### src/rtl/lut_sweep_pkg.sv
// Shared types and width helpers for the lut_sweep block.
package lut_sweep_pkg;

  typedef enum logic [1:0] {
    IDLE  = 2'd0,
    SWEEP = 2'd1,
    DONE  = 2'd2
  } state_t;

  // Width of one per-output minterm counter (must hold the value 2^n_in).
  function automatic int unsigned cnt_w(input int unsigned n_in);
    return n_in + 1;
  endfunction

  // Width of the table-select port; never narrower than one bit.
  function automatic int unsigned sel_w(input int unsigned n_out);
    int unsigned w;
    w = $clog2(n_out);
    return (w < 1) ? 1 : w;
  endfunction

endpackage

### src/rtl/lut_eval.sv
// Combinational lookup of N_OUT truth tables at a single index.
module lut_eval #(
  parameter int unsigned N_IN  = 3,
  parameter int unsigned N_OUT = 4
) (
  input  logic [N_OUT*(2**N_IN)-1:0] tables,
  input  logic [N_IN-1:0]            idx,
  output logic [N_OUT-1:0]           res_c
);

  localparam int unsigned T = 2**N_IN;

  // Output j is bit idx of table j.
  always_comb begin
    res_c = '0;
    for (int unsigned j = 0; j < N_OUT; j++) begin
      res_c[j] = tables[j*T + 32'(idx)];
    end
  end

endmodule

### src/rtl/lut_sweep.sv
// Programmable N_IN->N_OUT truth-table block with an exhaustive-sweep engine.
module lut_sweep
  import lut_sweep_pkg::*;
#(
  parameter int unsigned N_IN  = 3,
  parameter int unsigned N_OUT = 4
) (
  input  logic                              clk,
  input  logic                              rst_n,
  input  logic                              cfg_we,
  input  logic [sel_w(N_OUT)-1:0]           cfg_sel,
  input  logic [(2**N_IN)-1:0]              cfg_data,
  input  logic [N_IN-1:0]                   x,
  output logic [N_OUT-1:0]                  y,
  input  logic                              start,
  output logic                              busy,
  output logic                              sweep_valid,
  output logic [N_IN-1:0]                   sweep_idx,
  output logic [N_OUT-1:0]                  sweep_y,
  output logic                              done,
  output logic [N_OUT*cnt_w(N_IN)-1:0]      ones_cnt
);

  localparam int unsigned T  = 2**N_IN;
  localparam int unsigned CW = cnt_w(N_IN);

  logic [N_OUT*T-1:0] tables;
  logic [N_IN-1:0]    idx;
  state_t             state;
  logic [N_OUT-1:0]   direct_res;
  logic [N_OUT-1:0]   sweep_res;
  logic               accept;

  // Config and start are honoured only when fully idle (busy also covers the done cycle).
  assign accept = (state == IDLE) && !busy;

  lut_eval #(.N_IN(N_IN), .N_OUT(N_OUT)) u_eval_direct (
    .tables (tables),
    .idx    (x),
    .res_c  (direct_res)
  );

  lut_eval #(.N_IN(N_IN), .N_OUT(N_OUT)) u_eval_sweep (
    .tables (tables),
    .idx    (idx),
    .res_c  (sweep_res)
  );

  // Truth-table storage; out-of-range selects are dropped.
  always_ff @(posedge clk or negedge rst_n) begin
    if (!rst_n) begin
      tables <= '0;
    end else if (cfg_we && accept && (32'(cfg_sel) < N_OUT)) begin
      tables[32'(cfg_sel)*T +: T] <= cfg_data;
    end
  end

  // Registered direct evaluation, live in every state.
  always_ff @(posedge clk or negedge rst_n) begin
    if (!rst_n) begin
      y <= '0;
    end else begin
      y <= direct_res;
    end
  end

  // Sweep sequencer with registered status, stream and counters.
  always_ff @(posedge clk or negedge rst_n) begin
    if (!rst_n) begin
      state       <= IDLE;
      idx         <= '0;
      busy        <= 1'b0;
      sweep_valid <= 1'b0;
      sweep_idx   <= '0;
      sweep_y     <= '0;
      done        <= 1'b0;
      ones_cnt    <= '0;
    end else begin
      done <= 1'b0;
      case (state)
        IDLE: begin
          sweep_valid <= 1'b0;
          busy        <= 1'b0;
          if (start && accept) begin
            state    <= SWEEP;
            idx      <= '0;
            ones_cnt <= '0;
            busy     <= 1'b1;
          end
        end
        SWEEP: begin
          sweep_valid <= 1'b1;
          sweep_idx   <= idx;
          sweep_y     <= sweep_res;
          for (int unsigned j = 0; j < N_OUT; j++) begin
            ones_cnt[j*CW +: CW] <= ones_cnt[j*CW +: CW] + CW'(sweep_res[j]);
          end
          if (idx == N_IN'(T-1)) begin
            state <= DONE;
          end else begin
            idx <= idx + N_IN'(1);
          end
        end
        DONE: begin
          sweep_valid <= 1'b0;
          done        <= 1'b1;
          state       <= IDLE;
        end
        default: begin
          state <= IDLE;
        end
      endcase
    end
  end

endmodule

### config.mk
export PLATFORM = sky130hd
export DESIGN_NAME = lut_sweep
export DESIGN_NICKNAME = d
export VERILOG_FILES = /design/src/rtl/lut_sweep_pkg.sv /design/src/rtl/lut_eval.sv /design/src/rtl/lut_sweep.sv
export SDC_FILE = /design/constraint.sdc
export NUM_CORES = 1
export LEC_CHECK = 0
export CORE_AREA = 2 2 81 83
export CTS_CLUSTER_DIAMETER = 80
export CTS_CLUSTER_SIZE = 14
export DETAILED_ROUTE_END_ITERATION = 8
export DIE_AREA = 0 0 83 85
export DONT_BUFFER_PORTS = 1
export GPL_ROUTABILITY_DRIVEN = 0
export GPL_TIMING_DRIVEN = 0
export HOLD_SLACK_MARGIN = 0.15
export PLACE_DENSITY = 0.71
export SLEW_MARGIN = 5
export SYNTH_ARGS = -nofsm -noshare
export SYNTH_HDL_FRONTEND = slang
export SYNTH_HIERARCHICAL = 1
export SYNTH_SLANG_ARGS = --single-unit
### constraint.sdc
create_clock -name clk -period 3.5 [get_ports clk]
set_input_delay 0.7 -clock clk [delete_from_list [all_inputs] [get_ports clk]]
set_output_delay 0.7 -clock clk [all_outputs]
set_load 0.005 [all_outputs]
==> Word-level counts from Yosys, hierarchy flattened <==
Cells that the tools add are included.
{ "totals": {"elab_cells": 77, "ff_bits": 67, "input_bits": 17, "out_inout_bits": 30} }
{ "classes": {"add_sub_neg": 12, "n_reduce_logical": 11, "shift": 2, "muxes": 28, "eq_ne": 6, "magnitude_cmp": 8} }
{ "ops": {"columns": ["operator", "count"], "rows": [
  ["less-than comparator 32 x 6 -> 1 bit, second input constant", 6],
  ["negator 5 -> 34 bit", 1],
  ["variable shift 8 x 34 -> 32 bit, first input constant", 1],
  ["variable part select 8 x 34 -> 32 bit", 1],
  ["bitwise mux 32 bit", 1],
  ["case mux 16 bit (2 select lines)", 1],
  ["binary-select mux 1 bit (select 5 bit)", 6],
  ["adder 5 x 3 -> 6 bit, first input constant", 4],
  ["adder 4 x 1 -> 4 bit", 4],
  ["two-way mux 16 bit", 1],
  ["less-than comparator 3 x 6 -> 1 bit, second input constant", 2],
  ["adder 4 x 3 -> 5 bit, first input constant", 2],
  ["two-way mux 1 bit", 10],
  ["binary-select mux 1 bit (select 3 bit)", 2],
  ["two-way mux 3 bit", 2],
  ["case mux 3 bit (2 select lines)", 1],
  ["two-way mux 2 bit", 2],
  ["inequality test 2 bit, second input constant", 2],
  ["case mux 2 bit (2 select lines)", 1],
  ["AND reduction 2 bit", 2],
  ["nonzero test 2 bit", 2],
  ["adder 3 x 1 -> 3 bit, second input constant", 1],
  ["== test 3 bit, second input constant", 1],
  ["logical AND 1 bit", 3],
  ["other kinds (8)", 8]
]} }

==> Logic depth before layout (Yosys ltp) <==
{ "logic_depth": {"word_depth": 5, "ltp_mapped": 8} }

==> By module <==
Netlist, hierarchy kept.
{ "by_module_without_submodules": {"columns": ["module", "n_inst", "seq_area_each_um2", "area_each_um2", "cells_per_inst"], "rows": [
  ["lut_sweep", 1, 1676.6, 3034.2, 266],
  ["lut_eval", 2, 0.0, 270.3, 14]
]} }

==> Worst setup path before layout <==
No wires, ideal clock.
{ "synth_timing": {"kind": "flip-flop to flip-flop", "startpoint": "register idx[0]", "endpoint": "register ones_cnt[14]", "t_arrival_ns": 2.031, "setup_time_ns": 0.124, "stages_incl_launch_ff": 9, "t_required_ns": 3.376, "path_slack_ns": 1.346, "period_less_slack_ns": 2.154, "cell_sequence": "dfrtp_1 -> buf_6 -> mux4_1 -> mux2_2 -> ha_1 -> ha_1 -> nor3b_1 -> a21oi_1 -> o2bb2ai_1"} }
{ "synth_between": {"elab_chain_len": 5} }
{ "synth_lines": {"columns": ["item", "line_no", "text"], "rows": [
  ["start, declared", "lut_sweep.sv:28", "logic [N_IN-1:0] idx;"],
  ["start signal, assigned", "lut_sweep.sv:101", "idx <= idx + N_IN'(1);"],
  ["adder 5 x 3 -> 6 bit", "lut_eval.sv:17", "res_c[j] = tables[j*T + 32'(idx)];"],
  ["binary-select mux 1 bit (select 5 bit)", "lut_eval.sv:17", null],
  ["two-way mux 1 bit (implied by the code)", "lut_eval.sv:17", null],
  ["named net sweep_res[3]", "lut_sweep.sv:31", "logic [N_OUT-1:0] sweep_res;"],
  ["adder 4 x 1 -> 4 bit", "lut_sweep.sv:96", "ones_cnt[j*CW +: CW] <= ones_cnt[j*CW +: CW] + CW'(sweep_res[j]);"],
  ["case mux 16 bit (2 select lines)", "lut_sweep.sv:80", "case (state)"],
  ["end signal, assigned by index", "lut_sweep.sv:96", null],
  ["end, declared", "lut_sweep.sv:21", "output logic [N_OUT*cnt_w(N_IN)-1:0] ones_cnt"]
]} }
The timed path passes the listed nets, and every way through them passes these cells. The select of a mux whose other input is x is not followed.
A chain may end at the register's enable or synchronous reset.

==> Final worst setup path <==
Same ends and word-level chain as after synthesis.

==> out/results.ini <==
[detailed_routing]
drt_iter0_drc = 111
drt_wl_total_um = 7301
remaining_drc_errors = 0
antenna_left = 0
vias = 2350
firstDrtPassIters = 5
avgViaCountPerCell = 6.072
post_drt_wl_per_cell_um = 18.87

[sta]
max-slew-margin-rel_pct = 66.69
tightest_slew_ns = 0.4996
max_freq_ghz = 0.4153
fin_tns_setup_ns = 0
drv_slew = 0
rsz0062_at_grt = false
timing.hold.ws_ns = 0.2318
min_period_ns = 2.408
setup_viol = 0
hold_violations = 0
worst_clock_skew_ns = 0.005083
post-route-period-util_pct = 68.79

[worst_setup_path]
critPathKind = reg -> reg
critPathLaunchType = flop
r2r_start = idx[0]$_DFFE_PN0P_
crit_fanout = 8
worstPathArrival_ns = 2.63
end_kind = flop
required_ns = 3.72
crit_start = idx[0]$_DFFE_PN0P_

[clocking]
cts_root_buf = clkbuf_8
path_clk_slew_ns = 0.07
cts_buffer_depth = 2
tritoncts = yes
cts_sinks = 67
clk_latency_ns = 0.34
htreeDepth = 3
cts_made_buffers = 9

[synthesis]
synthArstFlopShare_pct = 100.0
yosysUniqueCellTypes = 32
syn_inst = 294
synth_top_area_share_pct = 46.90
synth_area_um2 = 3575
yosys_warnings = 6
yosysTopAreaCell = dfrtp_1
synthesis.nets = 326
syn_avg_cell_area_um2 = 12.16
synth-edff-count = 0
synth_seq_cells = 67
ys_seq_area_share_pct = 46.90
synthFlopType = dfrtp_1
synth_most_common_cell = dfrtp_1
synthTopCellsByArea = dfrtp_1, mux4_1, ha_1, nand4_1, mux2_2
synth_common_cells = dfrtp_1, inv_1, o21ai_0, nand4_1

[pwr]
seq_power_share_pct = 44.4
p_per_area_nw_per_um2 = 837.8
p_sw_mw = 1.107
combPwrFrac_pct = 37.2
ir_worst_vdd_v = 0.0004739
total_leakage_power_nw = 1.791
p_total_mw = 3.245
swShare_pct = 34.12
p_int_mw = 2.138
p_clk_share_pct = 18.3

[layout]
drive_above_1_share_pct = 14.84
area_growth_pct = 8.366
fin_nets = 338
fin_cells = 387
utilization_pct = 62.43
antennaDiodeCount = 0

[global_route]
grt_pass1_vias = 2374
grt_pass1_wl_um = 11940
grt_usage_pct = 22.06
grt_max_degree = 68
antenna_found_initial = 0
grt_overflow = 0

[floorplan]
rows = 29
die_w_um = 83
dieArea_um2 = 7055
start_util_pct = 57.61
fp.dieH_um = 85
ioPinCount = 47
coreArea_um2 = 6205

[place]
dp.cells = 371
port_buffers = 0
dpl.hpwl_um = 4976

[status]
status = finished clean

[worst_hold_path]
hold_class = in -> async

[job]
cap_violations = 0

==> timing repair <==
action	4_1_cts	5_1_grt
resized for setup	0	0
hold endpoints to repair	67	0
hold buffers	1	0
buffers inserted	0	0
==> per-layer routing <==
metal | routed length, um | global-route usage (%) | up-vias
met1 | 3266 | 27.76 | 1160
met2 | 3437 | 35.04 | 60
met4 | 157 | 10.73 | 0
li1 | - | - | 1115
met5 | 0 | 0 | -
met3 | 439 | 6.809 | 15
==> cell families after synthesis <==
group	Yosys count	share of synthesized area [%]
AO/OA/AOI/OAI	56	10.05
XOR/XNOR	4	0.9799
adder cells (fa/ha/maj)	15	5.250
buffers and inverters	56	7.000
flip-flops	67	46.90
multiplexers	38	18.59
AND/OR/NAND/NOR	58	11.24
==> registers in the layout, indices dropped and copies added, names as in the netlist, 2 cells and up <==
| signal | cells |
|---|---|
| tables | 32 |
| sweep_idx | 3 |
| state | 2 |
| idx | 3 |
| y | 4 |
| sweep_y | 4 |
| ones_cnt | 16 |
==> area by class of cell <==
type | instances | area [um2]
plain buffers | 22 | 122.6
clock buffers | 12 | 135.1
clock inverters | 3 | 40.04
fillers | 499 | 2331
inverters | 34 | 127.6
multi-input cells | 171 | 1648
flip-flops and latches | 67 | 1677
well taps | 77 | 96.34
repair buffers | 1 | 27.53
==> power by group through the flow <==
stage / registers (mW) / clock network [mW] / logic (mW)
finish: 1.44 / 0.595 / 1.21
global route: 1.50 / 0.648 / 1.35
CTS: 1.44 / 0.607 / 1.21
detailed placement: 1.46 / 0 / 1.18
global placement: 1.43 / 0 / 1.14
floorplan: 1.36 / 0 / 0.995
==> placed cells by master, fill, tap and decap left out, drive strengths merged <==
cell type / n
dfrtp: 67
inv: 34
o21ai: 30
nand4: 29
clkbuf: 20
mux2: 19
mux4: 16
ha: 15
buf: 15
a22o: 12
nor2: 7
o2bb2ai: 7
and2: 5
a21oi: 4
nand3: 4
xnor2: 4
nor3b: 4
and3b: 3
mux2i: 3
nor4b: 2
clkinv: 2
nor2b: 1
nand2b: 1
a21o: 1
o31ai: 1
a22oi: 1
nor3: 1
or4bb: 1
bufinv: 1
==> path summary, 6_finish.rpt <==
| path | endpoint | slack (ns) | depth (start not counted) |
|---|---|---|---|
| worst max-delay path | ones_cnt[14]$_DFFE_PN0P_ | 1.09 | 8 |
| worst min register to register | tables[14]$_DFFE_PN0P_ | 0.52 | 1 |
| worst min-delay path | ones_cnt[13]$_DFFE_PN0P_ | 0.23 | 1 |
| max in group asynchronous | tables[21]$_DFFE_PN0P_ | 2.99 | 1 |
| worst max register to register | ones_cnt[14]$_DFFE_PN0P_ | 1.09 | 8 |
| min in group clk | tables[14]$_DFFE_PN0P_ | 0.52 | 1 |
==> stage by stage <==
stage                     cell area, um2  setup WS (ns)
final                               3874          1.092
after CTS                           3874          1.112
after global routing                3874         0.9825
after global placement              3671          1.175
after detailed placement            3671          1.149
after floorplan                     3575          1.346
==> worst max-delay path, cell delays in order, from the launching register on <==
cell and delay (ns):
dfrtp_1 0.45, buf_6 0.20, mux4_1 0.57, mux2_2 0.31, ha_1 0.20, ha_1 0.20, nor3b_1 0.14, a21oi_1 0.13
o2bb2ai_1 0.07
Power figures use the tool's default switching activity.
